`src/rtl/fifo_push_arbiter_if.sv`:
```
`default_nettype none
// ============================================================================
// Module   : fifo_push_arbiter_if
// Brief    : Producer / FIFO-write-side bundle for fifo_push_arbiter.
//            slave = arbiter side, master = producers plus FIFO side.
// Revision : 1.0  initial release
// ============================================================================
interface fifo_push_arbiter_if #(
    parameter int N_REQ = 4,
    parameter int DW    = 8
);
    localparam int c_OW = $clog2(N_REQ);

    logic [N_REQ-1:0]    req;
    logic [N_REQ*DW-1:0] data;
    logic [N_REQ-1:0]    ack;
    logic [c_OW-1:0]     owner;
    logic                busy;
    logic [DW-1:0]       fifo_data_in;
    logic                fifo_push;
    logic                fifo_full;

    modport master (
        output req, data, fifo_full,
        input  ack, owner, busy, fifo_data_in, fifo_push
    );

    modport slave (
        input  req, data, fifo_full,
        output ack, owner, busy, fifo_data_in, fifo_push
    );
endinterface
`default_nettype wire

```
`src/rtl/fifo_push_arbiter.sv`:
```
`default_nettype none
// ============================================================================
// Module   : fifo_push_arbiter
// Brief    : Round-robin burst arbiter sharing one FIFO push port among
//            N_REQ producers. Optional FIFO_ARB_STATS_EN adds push/stall
//            counters.
// Revision : 1.0  initial release
// ============================================================================
module fifo_push_arbiter #(
    parameter int N_REQ     = 4,
    parameter int DW        = 8,
    parameter int BURST_LEN = 4
) (
    input  logic               clk,
    input  logic               rst,
    fifo_push_arbiter_if.slave bus
`ifdef FIFO_ARB_STATS_EN
    ,
    output logic [15:0]        push_cnt,
    output logic [15:0]        stall_cnt
`endif
);
    localparam int c_OW = $clog2(N_REQ);
    localparam int c_CW = $clog2(BURST_LEN + 1);

    localparam logic [0:0] c_S_IDLE  = 1'b0;
    localparam logic [0:0] c_S_BURST = 1'b1;

    logic [0:0]      r_state;
    logic [c_OW-1:0] r_owner;
    logic [c_OW-1:0] r_last;
    logic [c_CW-1:0] r_cnt;

    logic [DW-1:0]   w_data_arr [N_REQ];
    logic [c_OW-1:0] w_cand     [N_REQ];
    logic [c_OW-1:0] w_winner;
    logic            w_found;
    logic            w_busy;
    logic            w_own_req;
    logic            w_push;

    genvar g;
    generate
        for (g = 0; g < N_REQ; g++) begin : g_unpack
            assign w_data_arr[g] = bus.data[g*DW +: DW];
        end
    endgenerate

    // Candidates in priority order, starting just after the previous winner.
    always_comb begin
        w_found  = 1'b0;
        w_winner = '0;
        for (int k = 0; k < N_REQ; k++) begin
            w_cand[k] = c_OW'((int'(r_last) + k + 1) % N_REQ);
        end
        for (int k = 0; k < N_REQ; k++) begin
            if (!w_found && bus.req[w_cand[k]]) begin
                w_found  = 1'b1;
                w_winner = w_cand[k];
            end
        end
    end

    assign w_busy    = (r_state == c_S_BURST);
    assign w_own_req = bus.req[r_owner];
    assign w_push    = w_busy & w_own_req & ~bus.fifo_full;

    assign bus.fifo_push    = w_push;
    assign bus.ack          = w_push ? (N_REQ'(1) << r_owner) : '0;
    assign bus.fifo_data_in = w_busy ? w_data_arr[r_owner] : '0;
    assign bus.owner        = r_owner;
    assign bus.busy         = w_busy;

    always_ff @(posedge clk) begin
        if (!rst) begin
            r_state <= c_S_IDLE;
            r_owner <= '0;
            r_last  <= c_OW'(N_REQ - 1);
            r_cnt   <= '0;
        end else begin
            case (r_state)
                c_S_IDLE: begin
                    if (w_found) begin
                        r_state <= c_S_BURST;
                        r_owner <= w_winner;
                        r_last  <= w_winner;
                        r_cnt   <= '0;
                    end
                end
                c_S_BURST: begin
                    // A full FIFO with the owner still requesting holds the grant.
                    if (w_push) begin
                        if (r_cnt == c_CW'(BURST_LEN - 1)) begin
                            r_state <= c_S_IDLE;
                        end else begin
                            r_cnt <= r_cnt + 1'b1;
                        end
                    end else if (!w_own_req) begin
                        r_state <= c_S_IDLE;
                    end
                end
                default: r_state <= c_S_IDLE;
            endcase
        end
    end

`ifdef FIFO_ARB_STATS_EN
    logic [15:0] r_push_cnt;
    logic [15:0] r_stall_cnt;

    always_ff @(posedge clk) begin
        if (!rst) begin
            r_push_cnt  <= '0;
            r_stall_cnt <= '0;
        end else begin
            if (w_push) begin
                r_push_cnt <= r_push_cnt + 16'd1;
            end
            if (w_busy && w_own_req && bus.fifo_full) begin
                r_stall_cnt <= r_stall_cnt + 16'd1;
            end
        end
    end

    assign push_cnt  = r_push_cnt;
    assign stall_cnt = r_stall_cnt;
`else
    // Statistics counters not built.
`endif
endmodule
`default_nettype wire

```
`src/flat_wrapper.sv`:
```
// flat-port wrapper written by rule: the top's interface ports become plain ports
module fifo_push_arbiter_flat 
#(
    parameter int N_REQ     = 4,
    parameter int DW        = 8,
    parameter int BURST_LEN = 4
)
  (clk, rst, bus_req, bus_data, bus_fifo_full, bus_ack, bus_owner, bus_busy, bus_fifo_data_in, bus_fifo_push);
  fifo_push_arbiter_if #(.N_REQ(N_REQ), .DW(DW)) bus_i ();
  input  logic clk;
  input  logic rst;
  input wire logic [$bits(bus_i.req)-1:0] bus_req;
  input wire logic [$bits(bus_i.data)-1:0] bus_data;
  input wire logic [$bits(bus_i.fifo_full)-1:0] bus_fifo_full;
  output wire logic [$bits(bus_i.ack)-1:0] bus_ack;
  output wire logic [$bits(bus_i.owner)-1:0] bus_owner;
  output wire logic [$bits(bus_i.busy)-1:0] bus_busy;
  output wire logic [$bits(bus_i.fifo_data_in)-1:0] bus_fifo_data_in;
  output wire logic [$bits(bus_i.fifo_push)-1:0] bus_fifo_push;
  assign bus_i.req = bus_req;
  assign bus_i.data = bus_data;
  assign bus_i.fifo_full = bus_fifo_full;
  assign bus_ack = bus_i.ack;
  assign bus_owner = bus_i.owner;
  assign bus_busy = bus_i.busy;
  assign bus_fifo_data_in = bus_i.fifo_data_in;
  assign bus_fifo_push = bus_i.fifo_push;
  fifo_push_arbiter #(.N_REQ(N_REQ), .DW(DW), .BURST_LEN(BURST_LEN)) u_core (.clk(clk), .rst(rst), .bus(bus_i));
endmodule
```
`config.mk`:
```
export PLATFORM = sky130hd
export DESIGN_NAME = fifo_push_arbiter_flat
export DESIGN_NICKNAME = d
export VERILOG_FILES = /design/src/rtl/fifo_push_arbiter_if.sv /design/src/rtl/fifo_push_arbiter.sv /design/src/flat_wrapper.sv
export SDC_FILE = /design/constraint.sdc
export NUM_CORES = 1
export LEC_CHECK = 0
export CAP_MARGIN = 20
export CORE_MARGIN = 2
export CORE_UTILIZATION = 35
export CTS_CLUSTER_SIZE = 16
export DETAILED_ROUTE_END_ITERATION = 16
export GPL_TIMING_DRIVEN = 0
export PLACE_DENSITY = 0.8
export SLEW_MARGIN = 30
export SYNTH_ARGS = -nofsm -noshare
export SYNTH_HDL_FRONTEND = slang
export SYNTH_SLANG_ARGS = --single-unit
export TNS_END_PERCENT = 50
```
`constraint.sdc`:
```
create_clock -name clk -period 2.7 [get_ports clk]
set_clock_uncertainty 0.2 [all_clocks]
set_input_delay 0.81 -clock clk [delete_from_list [all_inputs] [get_ports clk]]
set_output_delay 0.81 -clock clk [all_outputs]
set_load 0.05 [all_outputs]
```
# After elaboration in Yosys (flattened, before gate mapping)
# Index checks and enable logic that the tools add are counted.
# Widths: inputs -> output; s select.
word_totals:
  regBits: 8
  latchBits: 0
  mem_bits_rw: 0
  romBits: 0
  in_bits: 39
  output_inout_bits: 16
  word_cells: 67
  memories: 0
op_classes:
  addsub: 7
  multipliers: 0
  div: 0
  order_cmp: 6
  n_eq_ne: 4
  shifts: 1
  mux: 32
  bitwise_logic: 5
  n_reduce_logical: 8
ops:
  columns: ["operator", "count"]
  rows:
  - ["$mux 8", 3]
  - ["$bmux 8 s2", 1]
  - ["$lt 2x3->1 const B", 5]
  - ["$mux 1", 13]
  - ["$add 2x2->2 const B", 5]
  - ["$bmux 1 s2", 5]
  - ["$mux 3", 3]
  - ["$mux 2", 4]
  - ["$pmux 3 s2", 1]
  - ["$mux 4", 1]
  - ["$ne 2x2->1 const B", 2]
  - ["$shl 1x2->4 const A", 1]
  - ["$add 3x1->3 const B", 1]
  - ["$eq 3x2->1 const B", 1]
  - ["$ge 3x3->1 const B", 1]
  - ["$logic_and 1x1->1", 3]
  - ["$logic_not 1->1", 3]
  - ["$not 2->3", 1]
  - ["$reduce_and 3->1", 1]
  - ["$add 2x1->2 const B", 1]
  - ["$and 1x1->1", 2]
  - ["$ne 2x1->1 const B", 1]
  - ["$not 1->1", 2]
  - ["$pmux 1 s2", 1]
  - ["$reduce_and 2->1", 1]

# Longest topological paths before layout
# Gate-level depths: netlist of the first run.
depth:
  depth_word: 15
  depth_mapped: 5

# Worst setup path after synthesis of the first run
# Ideal clock, no wire load.
synth_path:
  path_kind: "input to output"
  from: "in bus_fifo_full"
  to: "out bus_ack[0]"
  arrival_ns: 2.625
  setup_slack_ns: -0.935
  path_stages: 2
  path_buffers: 0
  cell_sequence: "nand2b_1 -> nor4b_1"
synth_between:
  elab_chain_cells: 3
synth_lines:
  columns: ["element", "line", "source"]
  rows:
  - ["from (decl)", "flat_wrapper.sv:14", "input wire logic [$bits(bus_i.fifo_full)-1:0] bus_fifo_full;"]
  - ["$not 1->1", "fifo_push_arbiter.sv:66", "assign w_push = w_busy & w_own_req & ~bus.fifo_full;"]
  - ["$and 1x1->1", "fifo_push_arbiter.sv:66", null]
  - ["$mux 4", "fifo_push_arbiter.sv:69", "assign bus.ack = w_push ? (N_REQ'(1) << r_owner) : '0;"]
  - ["to (decl)", "flat_wrapper.sv:15", "output wire logic [$bits(bus_i.ack)-1:0] bus_ack;"]
# Every way passes these cells.

# Worst setup path in the final report of the first run
layout_path:
  from: "in bus_req[1]"
  to: "out bus_fifo_push"
layout_between:
  elab_chain_cells: 4
layout_lines:
  columns: ["element", "line", "source"]
  rows:
  - ["from (decl)", "flat_wrapper.sv:12", "input wire logic [$bits(bus_i.req)-1:0] bus_req;"]
  - ["$bmux 1 s2", "fifo_push_arbiter.sv:65", "assign w_own_req = bus.req[r_owner];"]
  - ["$mux 1 (not written as such)", "fifo_push_arbiter.sv:65", null]
  - ["$and 1x1->1 (2 in series)", "fifo_push_arbiter.sv:66", null]
  - ["to (decl)", "flat_wrapper.sv:19", "output wire logic [$bits(bus_i.fifo_push)-1:0] bus_fifo_push;"]
# Every way passes these cells. The select of a mux whose other input is x is not followed.

==> results of run 1 <==
[sequential cells by signal, summed over array words and instances (netlist names)]
name	flops
u_core.r_last	2
u_core.r_cnt	3
u_core.bus.busy	1
u_core.bus.owner	2
[layout by cell type (no fill, tap or decap), drive strengths merged]
cell,instances
and3b,1
nor3,2
o21a,3
nor2b,2
clkbuf,8
or3b,1
nand2,7
clkdlybuf4s50,4
or2,1
nor4b,1
nand3b,1
nand2b,4
ha,2
and2,9
o311ai,1
and3,3
nor2,8
nand3,2
clkdlybuf4s15,1
mux4,9
a21boi,2
inv,2
nor4,2
o21ai,3
nor3b,4
dfxtp,8
a21oi,3
buf,53
o22a,1
[through the flow]
stage | hold WS (ns) | TNS, ns
after detailed placement | 0.365 | -11.49
final | 0.377 | -0.0195
after global routing | 0.421 | -0.0519
after CTS | 0.380 | -0.0706
after floorplan | 0.317 | -0.165
after global placement | 0.338 | -11.26
[cells by family after synthesis]
| family | Yosys count | synth area share |
|---|---|---|
| compound gates | 13 | 0.108 |
| fa+ha+maj | 2 | 0.0317 |
| buf+inv | 6 | 0.0333 |
| flops | 8 | 0.203 |
| mux | 9 | 0.257 |
| simple gates | 48 | 0.368 |
[what timing repair did]
item,4_1_cts,5_1_grt
resized for setup,235,21
endpoints found under the setup margin,13,11
pin swaps,2,2
buffers inserted,4,1
[cell usage after synthesis (2+ instances only)]
cell type,count
nor3_1,2
o21a_1,3
ha_1,2
a21boi_0,2
nand2_1,7
nand3_1,2
a21oi_1,3
and2_1,9
nor2b_1,2
nor3b_1,4
and3_1,3
dfxtp_1,8
buf_2,3
nand2b_1,4
inv_1,2
nor2_1,8
o21ai_0,2
mux4_2,9
[final cells by class]
cell class / instances / area (sq um) / area share
inverter: 2 / 7.51 / 0.00498
clock buffer: 3 / 22.5 / 0.0149
tap: 28 / 35.0 / 0.0232
sequential: 8 / 165 / 0.109
multi-input combinational: 72 / 669 / 0.444
timing repair buffer: 59 / 573 / 0.380
buffer: 4 / 36.3 / 0.0240
[layer usage]
metal,up-vias,part of all wire,track usage
li1,443,-,-
met1,429,0.37,0.221
met2,44,0.53,0.395
met3,2,0.090,0.0402
met4,0,0.0083,0.0658
met5,-,0,0
[power by group]
part | internal [uW] | leakage, uW | switching, uW
Sequential | 129 | 0.0000668 | 19.2
Clock | 50.8 | 0.0000138 | 40.2
Combinational | 187 | 0.000585 | 164
[worst max path at each step]
stage	from	end	slack, ns	cells after the start
after floorplan	bus_fifo_full	bus_ack[3]	-0.16	3
after global routing	bus_req[1]	bus_fifo_push	-0.03	4
after CTS	bus_req[1]	bus_fifo_push	-0.04	4
after global placement	bus_req[0]	bus_fifo_push	-1.10	4
after detailed placement	bus_req[1]	bus_fifo_push	-1.10	4
final	bus_req[1]	bus_fifo_push	-0.02	4
[worst register-to-register path, stage by stage, from the launching register on]
cell and delay (ns):
dfxtp_2 0.40, mux4_2 0.55, buf_4 0.15, buf_4 0.13, nand3b_4 0.09, nor2_1 0.05, o21a_1 0.18
==> impl_metrics.py, run 1 <==
metrics = {
    "timing": {
        "setup_violations": 1,
        "post-route-min-period_ns": 2.72,
        "fmax_mhz": 368,
        "maxSlewHeadroom": 0.662,
        "worstMarginPinSlew_ns": 0.505,
        "hold_viol_final": 0,
        "setup_ws_ns": -0.0195,
        "rsz0062_at_grt": "yes",
        "min_period_over_period": 1.01,
        "report.final.slew_viol_count": 0,
    },
    "synthesis": {
        "yosys.cell_types.count": 29,
        "synth_warnings": 0,
        "syn-num-nets": 127,
        "ys_async_sr_fraction": 0,
        "synth_edf_count": 0,
        "synth_top_cell_area_share": 0.257,
        "avgSynthCellArea_sq_um": 9.18,
        "yosysSeqAreaShare": 0.203,
        "syn_inst": 86,
        "ys_ff_latch": 8,
        "synth_ff_type": "dfxtp_1",
        "netlist_area_sq_um": 790,
        "ys_top_cells_by_area": "mux4_2 26%, dfxtp_1 20%, and2_1 7.1%, nor2_1 3.8%, nor3b_1 3.8%",
        "synth_top_area_cell": "mux4_2",
    },
    "global_routing": {
        "grt_max_degree": 11,
        "overflow": 0,
        "grt_pass1_wl_um": 4070,
        "antenna_found_initial": 0,
        "grt_pass1_vias": 886,
        "grt_usage": 0.205,
    },
    "clock_tree": {
        "postCtsHoldBufs": 0,
        "cts-root-buf": "clkbuf_4",
        "cts_buffers": 3,
        "cts_tree": "built",
        "clkTransAtPathRegs_ns": 0.05,
        "clockBufferDepth": 2,
        "clkLatencyLatePin_ns": 0.25,
        "clock_sinks": 8,
        "htreeDepth": 1,
    },
    "critical_path": {
        "cp_num_buf_inv": 2,
        "crit_required_ns": 1.69,
        "regToRegSetupSlack_ns": 0.84,
        "r2r_cells": 6,
        "rr_startpoint": "u_core.bus.owner[1]$_SDFFE_PN0P_",
        "path_cells": "buf_12 -> mux4_2 -> and2_4 -> buf_8",
        "crit_arrival_ns": 1.71,
        "rr_endpoint": "u_core.r_cnt[0]$_SDFFE_PN0P_",
        "crit_slowest_cell": "mux4_2",
        "critPathMaxStageDelay_ns": 0.48,
        "cp_max_fo": 9,
        "cp-start-kind": "input port",
        "end_kind": "primary output",
        "crit_type": "input port to primary output",
        "path_delay_family": "multiplexers",
    },
    "detailed_routing": {
        "drc_errors": 0,
        "drt_pass1_iterations": 4,
        "drt_iter0_drc": 20,
        "wire_per_inst_um": 15.1,
        "vias": 918,
        "via_per_inst": 5.22,
        "wirelength_um": 2650,
        "final_antenna_net_count": 0,
    },
    "cells_and_area": {
        "final_cell_area_sq_mm": 0.00151,
        "num-nets-final": 191,
        "instances_no_fill": 176,
        "syn_to_final_growth_pct": 91.1,
        "n_antenna_cell": 0,
        "fillCellCount": 174,
        "drive_above_1_share": 0.595,
        "fin_util": 0.696,
    },
    "placement": {
        "placed_cells": 168,
        "globalplace.congestion": 0.695,
        "pre_cts_ws_ns": -1.10,
        "placed_cell_area_sq_mm": 0.00140,
        "dpl.hpwl_um": 2030,
        "port_buffers": 54,
    },
    "floorplan": {
        "die_h_um": 51.5,
        "coreArea_sq_mm": 0.00217,
        "fp.dieArea_sq_mm": 0.00265,
        "initial_utilization": 0.364,
        "io_pins": 55,
        "die_w_um": 51.5,
        "rows": 17,
    },
    "status": {
        "violations": "setup timing",
        "status": "complete, but fails checks",
    },
    "pwr": {
        "power_uw": 591,
        "p_leak_uw": 0.000666,
        "max-vdd-ir-drop_mv": 0.309,
        "p_per_area_mw_per_mm2": 391,
    },
    "hold_path": {
        "holdPathEnd": "u_core.r_cnt[2]$_SDFFE_PN0P_",
        "worstHoldStart": "u_core.r_cnt[2]$_SDFFE_PN0P_",
        "holdPathStages": 2,
        "hold_path_class": "flop to flop",
    },
    "flow_run": {
        "cap_violations": 0,
    },
}
No activity file was read; power rests on OpenSTA's default activity.
==> inputs of run 2 (changes only) <==
CELL_PAD_IN_SITES_DETAIL_PLACEMENT = 0   (was default)
CELL_PAD_IN_SITES_GLOBAL_PLACEMENT = 2   (was default)
CORE_UTILIZATION = 18   (was 35)
PLACE_DENSITY = default   (was 0.8)
PLACE_DENSITY_LB_ADDON = 0.1   (was default)
==> impl_metrics.py, run 2 (same netlist as run 1, synthesis figures left out) <==
metrics = {
    "critical_path": {
        "crit_slowest_cell": "mux4_2",
        "path_delay_family": "multiplexers",
        "crit_top_cell": "buf_8",
        "path_cells": "buf_8 -> mux4_2 -> and2_4 -> buf_8",
        "crit_required_ns": 1.69,
        "crit_type": "input port to primary output",
        "cp-start-kind": "input port",
        "cp_num_buf_inv": 2,
        "critPathMaxStageDelay_ns": 0.48,
        "cp_max_fo": 7,
        "end_kind": "primary output",
        "crit_arrival_ns": 1.70,
    },
    "placement": {
        "placed_cell_area_sq_mm": 0.00143,
        "pre_cts_ws_ns": -1.15,
        "placed_cells": 192,
        "globalplace.congestion": 0.678,
        "port_buffers": 54,
        "dpl.hpwl_um": 2250,
    },
    "pwr": {
        "p_leak_uw": 0.000649,
        "max-vdd-ir-drop_mv": 0.206,
        "power_uw": 632,
        "p_per_area_mw_per_mm2": 422,
    },
    "status": {
        "status": "complete, but fails checks",
        "violations": "setup timing",
    },
    "cells_and_area": {
        "ff_latch_area_sq_um": 165,
        "n_antenna_cell": 0,
        "multiInputGateArea_sq_um": 674,
        "fillCellCount": 449,
        "final_cell_mix": "23 x buf_2, 15 x buf_6, 12 x buf_8",
        "regMostFlops": "u_core.r_cnt",
        "syn_to_final_growth_pct": 90.0,
        "num-nets-final": 188,
        "final_cell_area_sq_mm": 0.00150,
        "largest_register_ffs": 3,
        "drive_above_1_share": 0.593,
        "instances_no_fill": 197,
        "final_common_cell": "buf_2",
    },
    "global_routing": {
        "antenna_found_initial": 0,
        "grt_pass1_vias": 912,
        "grt_max_degree": 11,
        "overflow": 0,
        "grt_usage": 0.118,
        "grt_pass1_wl_um": 4680,
    },
    "timing": {
        "report.final.slew_viol_count": 0,
        "hold-worst-slack_ns": 0.355,
        "worstMarginPinSlew_ns": 0.502,
        "hold_viol_final": 0,
        "post-route-min-period_ns": 2.71,
        "rsz0062_at_grt": "yes",
        "fmax_mhz": 369,
        "maxSlewHeadroom": 0.665,
        "setup_violations": 1,
        "setup_ws_ns": -0.00932,
        "min_period_over_period": 1.00,
    },
    "floorplan": {
        "rows": 24,
        "die_h_um": 70.2,
        "coreArea_sq_mm": 0.00429,
        "fp.dieArea_sq_mm": 0.00493,
        "die_w_um": 70.2,
        "initial_utilization": 0.184,
        "io_pins": 55,
    },
    "detailed_routing": {
        "wire_per_inst_um": 14.3,
        "drt_iter0_drc": 42,
        "drc_errors": 0,
        "wirelength_um": 2820,
        "vias": 908,
        "final_antenna_net_count": 0,
        "via_per_inst": 4.61,
        "drt_pass1_iterations": 3,
    },
    "hold_path": {
        "hold_path_class": "flop to flop",
    },
    "clock_tree": {
        "htreeDepth": 1,
        "cts_tree": "built",
        "cts-root-buf": "clkbuf_8",
        "clock_sinks": 8,
        "clockBufferDepth": 2,
        "cts_buffers": 3,
        "clkLatencyLatePin_ns": 0.23,
        "clkTransAtPathRegs_ns": 0.04,
    },
    "flow_run": {
        "cap_violations": 0,
    },
}
-- run 2: changes by cell type in the layout (fill, tap and decap cells not counted), sizes merged --
cell and change:
clkbuf -2, buf -1
-- run 2: path summary, 6_finish.rpt --
check / endpoint / slack [ns] / start / cells past startpoint
setup / recovery: bus_fifo_push / -0.009 / bus_req[3] / 4
hold / removal: u_core.r_cnt[0]$_SDFFE_PN0P_ / 0.36 / u_core.r_cnt[0]$_SDFFE_PN0P_ / 2
setup reg to reg: u_core.r_cnt[0]$_SDFFE_PN0P_ / 0.98 / u_core.bus.owner[1]$_SDFFE_PN0P_ / 5
hold reg to reg: u_core.r_cnt[0]$_SDFFE_PN0P_ / 0.36 / u_core.r_cnt[0]$_SDFFE_PN0P_ / 2
-- run 2: layout make-up --
cell class / instances / area share
clock buffers: 3 / 0.0275
multi-input cells: 72 / 0.450
plain buffers: 4 / 0.0209
well taps: 52 / 0.0434
repair buffers: 56 / 0.344
flip-flops and latches: 8 / 0.110
inverters: 2 / 0.00500
-- run 2: tightest hold or removal path, cell delays in order (launching register included) --
cell,delay (ns)
dfxtp_1,0.31
nor2_1,0.10
o21a_1,0.12
-- run 2: power breakdown --
| group | switching (uW) | total, uW | internal [uW] |
|---|---|---|---|
| clock | 46.2 | 143 | 96.5 |
| combinational | 164 | 339 | 175 |
| sequential | 20.5 | 150 | 130 |
-- run 2: routing by layer --
layer	vias to the layer above	GRT usage	share of wire
met1	444	0.160	0.44
li1	439	-	-
met2	21	0.194	0.52
met4	0	0.0385	0.0096
met5	-	0	0
met3	4	0.0144	0.026
-- run 2: per-stage QoR --
stage,TNS (ns),util
floorplan,-0.165,-
global placement,-11.54,0.333
detailed placement,-11.60,0.333
CTS,-0.0636,0.332
global route,-0.0248,0.349
finish,-0.00932,0.349
-- run 2: timing repair --
item                       CTS  global route
setup endpoints to repair   13             9
pin swaps                    1             1
setup buffers                2             0
gates resized for setup    236            15
hold buffers                 0             0
==> inputs of run 3 (changes only) <==
GPL_TIMING_DRIVEN = default   (was 0)
HOLD_SLACK_MARGIN = 0.06   (was default)
REMOVE_ABC_BUFFERS = 1   (was default)
==> impl_metrics.py, run 3 (same netlist as run 1, synthesis figures left out) <==
metrics = {
    "floorplan": {
        "fp.dieArea_sq_mm": 0.00493,
        "die_w_um": 70.2,
        "rows": 24,
        "initial_utilization": 0.184,
        "coreArea_sq_mm": 0.00429,
        "die_h_um": 70.2,
        "io_pins": 55,
    },
    "critical_path": {
        "end_kind": "primary output",
        "critPathMaxStageDelay_ns": 0.48,
        "cp_max_fo": 2,
        "regToRegSetupSlack_ns": 1.03,
        "cp_num_buf_inv": 2,
        "crit_required_ns": 1.69,
        "crit_cells": 4,
        "path_delay_family": "multiplexers",
        "rr_endpoint": "u_core.r_cnt[1]$_SDFFE_PN0P_",
        "startpoint": "bus_req[3]",
        "rr_startpoint": "u_core.bus.owner[1]$_SDFFE_PN0P_",
        "crit_slowest_cell": "mux4_2",
        "crit_path_end": "bus_fifo_push",
        "crit_arrival_ns": 1.69,
        "cp-start-kind": "input port",
        "crit_type": "input port to primary output",
        "path_cells": "buf_6 -> mux4_2 -> and2_4 -> buf_8",
        "r2r_cells": 5,
    },
    "timing": {
        "maxSlewHeadroom": 0.732,
        "rsz0062_at_grt": "yes",
        "setup_ws_ns": 0.00444,
        "hold_viol_final": 0,
        "report.final.slew_viol_count": 0,
        "post-route-min-period_ns": 2.70,
        "min_period_over_period": 0.998,
        "fin_setup_tns_ns": 0,
        "setup_violations": 0,
        "worstMarginPinSlew_ns": 0.402,
        "fmax_mhz": 371,
    },
    "clock_tree": {
        "cts-root-buf": "clkbuf_8",
        "cts_buffers": 3,
        "clkLatencyLatePin_ns": 0.22,
        "clock_sinks": 8,
        "postCtsHoldBufs": 0,
        "clkTransAtPathRegs_ns": 0.04,
        "cts_tree": "built",
        "htreeDepth": 1,
        "clockBufferDepth": 2,
    },
    "placement": {
        "placed_cell_area_sq_mm": 0.00150,
        "globalplace.congestion": 0.722,
        "port_buffers": 54,
        "placed_cells": 200,
        "dpl.hpwl_um": 2210,
        "pre_cts_ws_ns": -0.387,
    },
    "cells_and_area": {
        "drive_above_1_share": 0.614,
        "final_common_cell": "buf_2",
        "final_cell_mix": "33 x buf_2, 15 x buf_4, 9 x mux4_2, 9 x and2_4, 9 x buf_8",
        "num-nets-final": 196,
        "syn_to_final_growth_pct": 91.1,
        "fillCellCount": 456,
        "final_cell_area_sq_mm": 0.00151,
        "regMostFlops": "u_core.r_cnt",
        "instances_no_fill": 205,
        "n_antenna_cell": 0,
        "largest_register_ffs": 3,
    },
    "global_routing": {
        "antenna_found_initial": 0,
        "grt_usage": 0.116,
        "grt_max_degree": 15,
        "overflow": 0,
        "grt_pass1_wl_um": 4650,
        "grt_pass1_vias": 959,
    },
    "detailed_routing": {
        "drt_iter0_drc": 18,
        "wirelength_um": 2760,
        "final_antenna_net_count": 0,
        "via_per_inst": 4.54,
        "wire_per_inst_um": 13.4,
        "drc_errors": 0,
        "vias": 931,
        "drt_pass1_iterations": 3,
    },
    "hold_path": {
        "hold_path_class": "flop to flop",
    },
    "flow_run": {
        "cap_violations": 0,
    },
    "pwr": {
        "p_per_area_mw_per_mm2": 414,
        "p_leak_uw": 0.000675,
        "max-vdd-ir-drop_mv": 0.224,
    },
    "status": {
        "status": "finished clean",
    },
}
run 3: cell count changes in the layout (fill, tap and decap cells not counted), sizes merged:
cell           previous run  this run
clkdlybuf4s15             1         0
clkbuf                    6         3
buf                      52        67
clkdlybuf4s50             4         1
run 3: final cells by class:
type                       instances  area [sq um]  share of cell area
clock buffer                       3          41.3              0.0274
inverter                           2          7.51             0.00498
multi-input combinational         72           647               0.429
sequential                         8           160               0.106
tap                               52          65.1              0.0431
timing repair buffer              68           588               0.390
run 3: how the worst min path moves through the flow:
stage,cells past startpoint,start,end
floorplan,2,u_core.r_last[1]$_SDFFE_PN1P_,u_core.r_last[1]$_SDFFE_PN1P_
global placement,2,u_core.r_cnt[0]$_SDFFE_PN0P_,u_core.r_cnt[0]$_SDFFE_PN0P_
detailed placement,2,u_core.bus.busy$_SDFF_PN0_,u_core.bus.busy$_SDFF_PN0_
CTS,2,u_core.r_cnt[0]$_SDFFE_PN0P_,u_core.r_cnt[0]$_SDFFE_PN0P_
global route,2,u_core.r_cnt[0]$_SDFFE_PN0P_,u_core.r_cnt[0]$_SDFFE_PN0P_
finish,2,u_core.r_cnt[0]$_SDFFE_PN0P_,u_core.r_cnt[0]$_SDFFE_PN0P_
run 3: report_power, final:
| part | switching (uW) | internal [uW] | total [uW] | leakage, uW |
|---|---|---|---|---|
| clock | 40.5 | 96.0 | 137 | 0.0000216 |
| combinational | 168 | 177 | 345 | 0.000588 |
| sequential | 14.1 | 129 | 143 | 0.0000659 |
run 3: metrics by stage:
stage	power, uW	util	hold WS [ns]
after detailed placement	473	0.350	0.350
after CTS	636	0.350	0.364
after floorplan	319	-	0.318
final	625	0.351	0.360
after global placement	472	0.350	0.349
after global routing	661	0.351	0.399
run 3: routing by layer:
layer / share of wire / vias to the layer above / track usage
met5: 0 / - / 0
met3: 0.070 / 0 / 0.0245
met1: 0.43 / 444 / 0.148
met2: 0.50 / 35 / 0.203
li1: - / 452 / -
met4: 0 / 0 / 0.0192
run 3: repair_timing:
item / in CTS / in global routing
cloned: 0 / 0
gates resized for setup: 151 / 0
pin swaps: 10 / 1
setup endpoints to repair: 13 / 1
setup buffers: 1 / 1
run 3: worst reg2reg max path, cell delays in order (launching register included):
cell and delay [ns]:
dfxtp_1 0.36, mux4_2 0.53, buf_4 0.17, nand3b_4 0.09, nor2_1 0.05, o21a_1 0.17
==> patch, RTL diff (settings of run 2) <==
`BURST_LEN` is set to 4 in 2 places; all go to 8.
--- a/src/rtl/fifo_push_arbiter.sv
+++ b/src/rtl/fifo_push_arbiter.sv
@@ -9,7 +9,7 @@
 module fifo_push_arbiter #(
     parameter int N_REQ     = 4,
     parameter int DW        = 8,
-    parameter int BURST_LEN = 4
+    parameter int BURST_LEN = 8
 ) (
     input  logic               clk,
     input  logic               rst,
--- a/src/flat_wrapper.sv
+++ b/src/flat_wrapper.sv
@@ -3,7 +3,7 @@
 #(
     parameter int N_REQ     = 4,
     parameter int DW        = 8,
-    parameter int BURST_LEN = 4
+    parameter int BURST_LEN = 8
 )
   (clk, rst, bus_req, bus_data, bus_fifo_full, bus_ack, bus_owner, bus_busy, bus_fifo_data_in, bus_fifo_push);
   fifo_push_arbiter_if #(.N_REQ(N_REQ), .DW(DW)) bus_i ();
Formal check against the unedited RTL: not equivalent (a bounded check fails within 10 cycles, from zero or initial values and one cycle with rst low).
==> patch against run 2 <==
  * The flow still finishes with violations (negative setup slack)
  * Non-clock buffer count is 1 higher
  * Global-route usage hardly changed
  * Total power is 3.7% higher
  * Area after synthesis is 7.8% higher
  * Utilization is 2.6 points lower
  * Sequential cell count is 1 higher
  * Combinational power is 1% lower
  * Routed wire length is 7.6% higher
  * Cell area is 0.25% lower
  * Setup slack worse by 0.031 ns
  * Register-to-register slack worse by 0.38 ns
  * Largest cell class unchanged
  * Largest power group unchanged
==> patch: results (changes against run 2) <==
| Metric | Value |
|---|---|
| Non-clock buffers | 61 (was 60) |
| Main flop type after synthesis | dfxtp_1 (unchanged) |
| Total negative slack | -0.0415 ns (was -0.00932 ns) |
| Pleak | 0.608 nW (was 0.649 nW) |
| Power per cell area | 438 nW/µm² (was 422 nW/µm²) |
| First-pass GRT wire length | 4960 µm (was 4680 µm) |
| Post-CTS sizing | 215 (was 236) |
| Fillers | 488 (was 449) |
| Final setup viols | 2 (was 1) |
| Area contributors post-synth | dfxtp_1, mux4_2, and2_1 (was mux4_2, dfxtp_1, and2_1) |
| Synth cell count leaders | dfxtp_1, nand2_1, and2_1, mux4_2, nor2_1 (was and2_1, mux4_2, dfxtp_1, nor2_1, nand2_1) |
| Cell Area, Placed | 1500 µm² (was 1430 µm²) |
| Switch share | 0.366 (was 0.365) |
| Clock buffer cells | 4 (was 3) |
| Synth Area in Compound Gates | 0.160 (was 0.108) |
| Invs w/o clock | 1 (was 2) |
| Placed Cells | 201 (was 192) |
| Multi-input logic area | 699 µm² (was 674 µm²) |
| Clock-cell share | 0.0301 (was 0.0275) |
| Area Growth Syn to Fin | 75.9% (was 90.0%) |
| Buffering overhead | 0.328 (was 0.364) |
| Routing usage on met2 | 0.213 (was 0.194) |
| M3 GR Usage | 0.0304 (was 0.0144) |
| Crit Path Max Fanout | 3 (was 7) |
| Met3 Wirelength | 233 µm (was 74 µm) |
| Cell family with the largest share of critical-path delay | simple AND/OR/NAND/NOR gates (was multiplexers) |
| Synth Area in Adders | 0.0147 (was 0.0317) |
| Slowest-stage cell, CP | or3b_4 (was mux4_2) |
| Syn_nets | 133 (was 127) |
| Share of layout cells above drive strength 1 | 0.604 (was 0.593) |
| Vias in the first global route | 998 (was 912) |
| Number of flip-flops and latches | 9 (was 8) |
| Initial drt markers | 18 (was 42) |
| R2R cell count | 7 (was 5) |
| Final WS setup | -0.0402 ns (was -0.00932 ns) |
| Drt first pass iters | 4 (was 3) |
| Failing checks | negative setup slack (unchanged) |
| Routed via count | 977 (was 908) |
| Mapped Cells | 93 (was 86) |
| Slew margin rel. | 0.641 (was 0.665) |
| Seq/Total Area, Yosys | 0.212 (was 0.203) |
| GRT Overall Usage | 0.118 (about the same) |
| Mux contribution to synthesized area | 0.253 (was 0.257) |
| Status | complete, but fails checks (unchanged) |
| Sequential cell area | 185 µm² (was 165 µm²) |
| Synth cell types | 34 (was 29) |
| Pre-CTS WS | -1.11 ns (was -1.15 ns) |
| Max stage delay on crit path | 0.41 ns (was 0.48 ns) |
| Max reg flops | 4 (was 3) |
| Routability cong. | 0.728 (was 0.678) |
| HPWL Detailed | 2360 µm (was 2250 µm) |
| Drt via density | 4.70 (was 4.61) |
| Met1 wire length | 1300 µm (was 1240 µm) |
| Max H-tree Level | 1 (unchanged) |
==> patch: power by group through the flow <==
stage                     clock network, W  registers, W  logic (W)
after global placement                   0      0.000162   0.000318
final                             0.000155      0.000166   0.000335
after floorplan                          0      0.000176   0.000177
after CTS                         0.000164      0.000165   0.000330
after detailed placement                 0      0.000163   0.000319
after global routing              0.000171      0.000169   0.000355
==> patch: path summary, 6_finish.rpt <==
| path | from | endpoint | slack [ns] |
|---|---|---|---|
| max | bus_fifo_full | bus_fifo_push | -0.04 |
| max reg2reg | u_core.bus.busy$_SDFF_PN0_ | u_core.r_cnt[0]$_SDFFE_PN0P_ | 0.60 |
| min | u_core.r_cnt[3]$_SDFFE_PN0P_ | u_core.r_cnt[3]$_SDFFE_PN0P_ | 0.31 |
| min reg2reg | u_core.r_cnt[3]$_SDFFE_PN0P_ | u_core.r_cnt[3]$_SDFFE_PN0P_ | 0.31 |
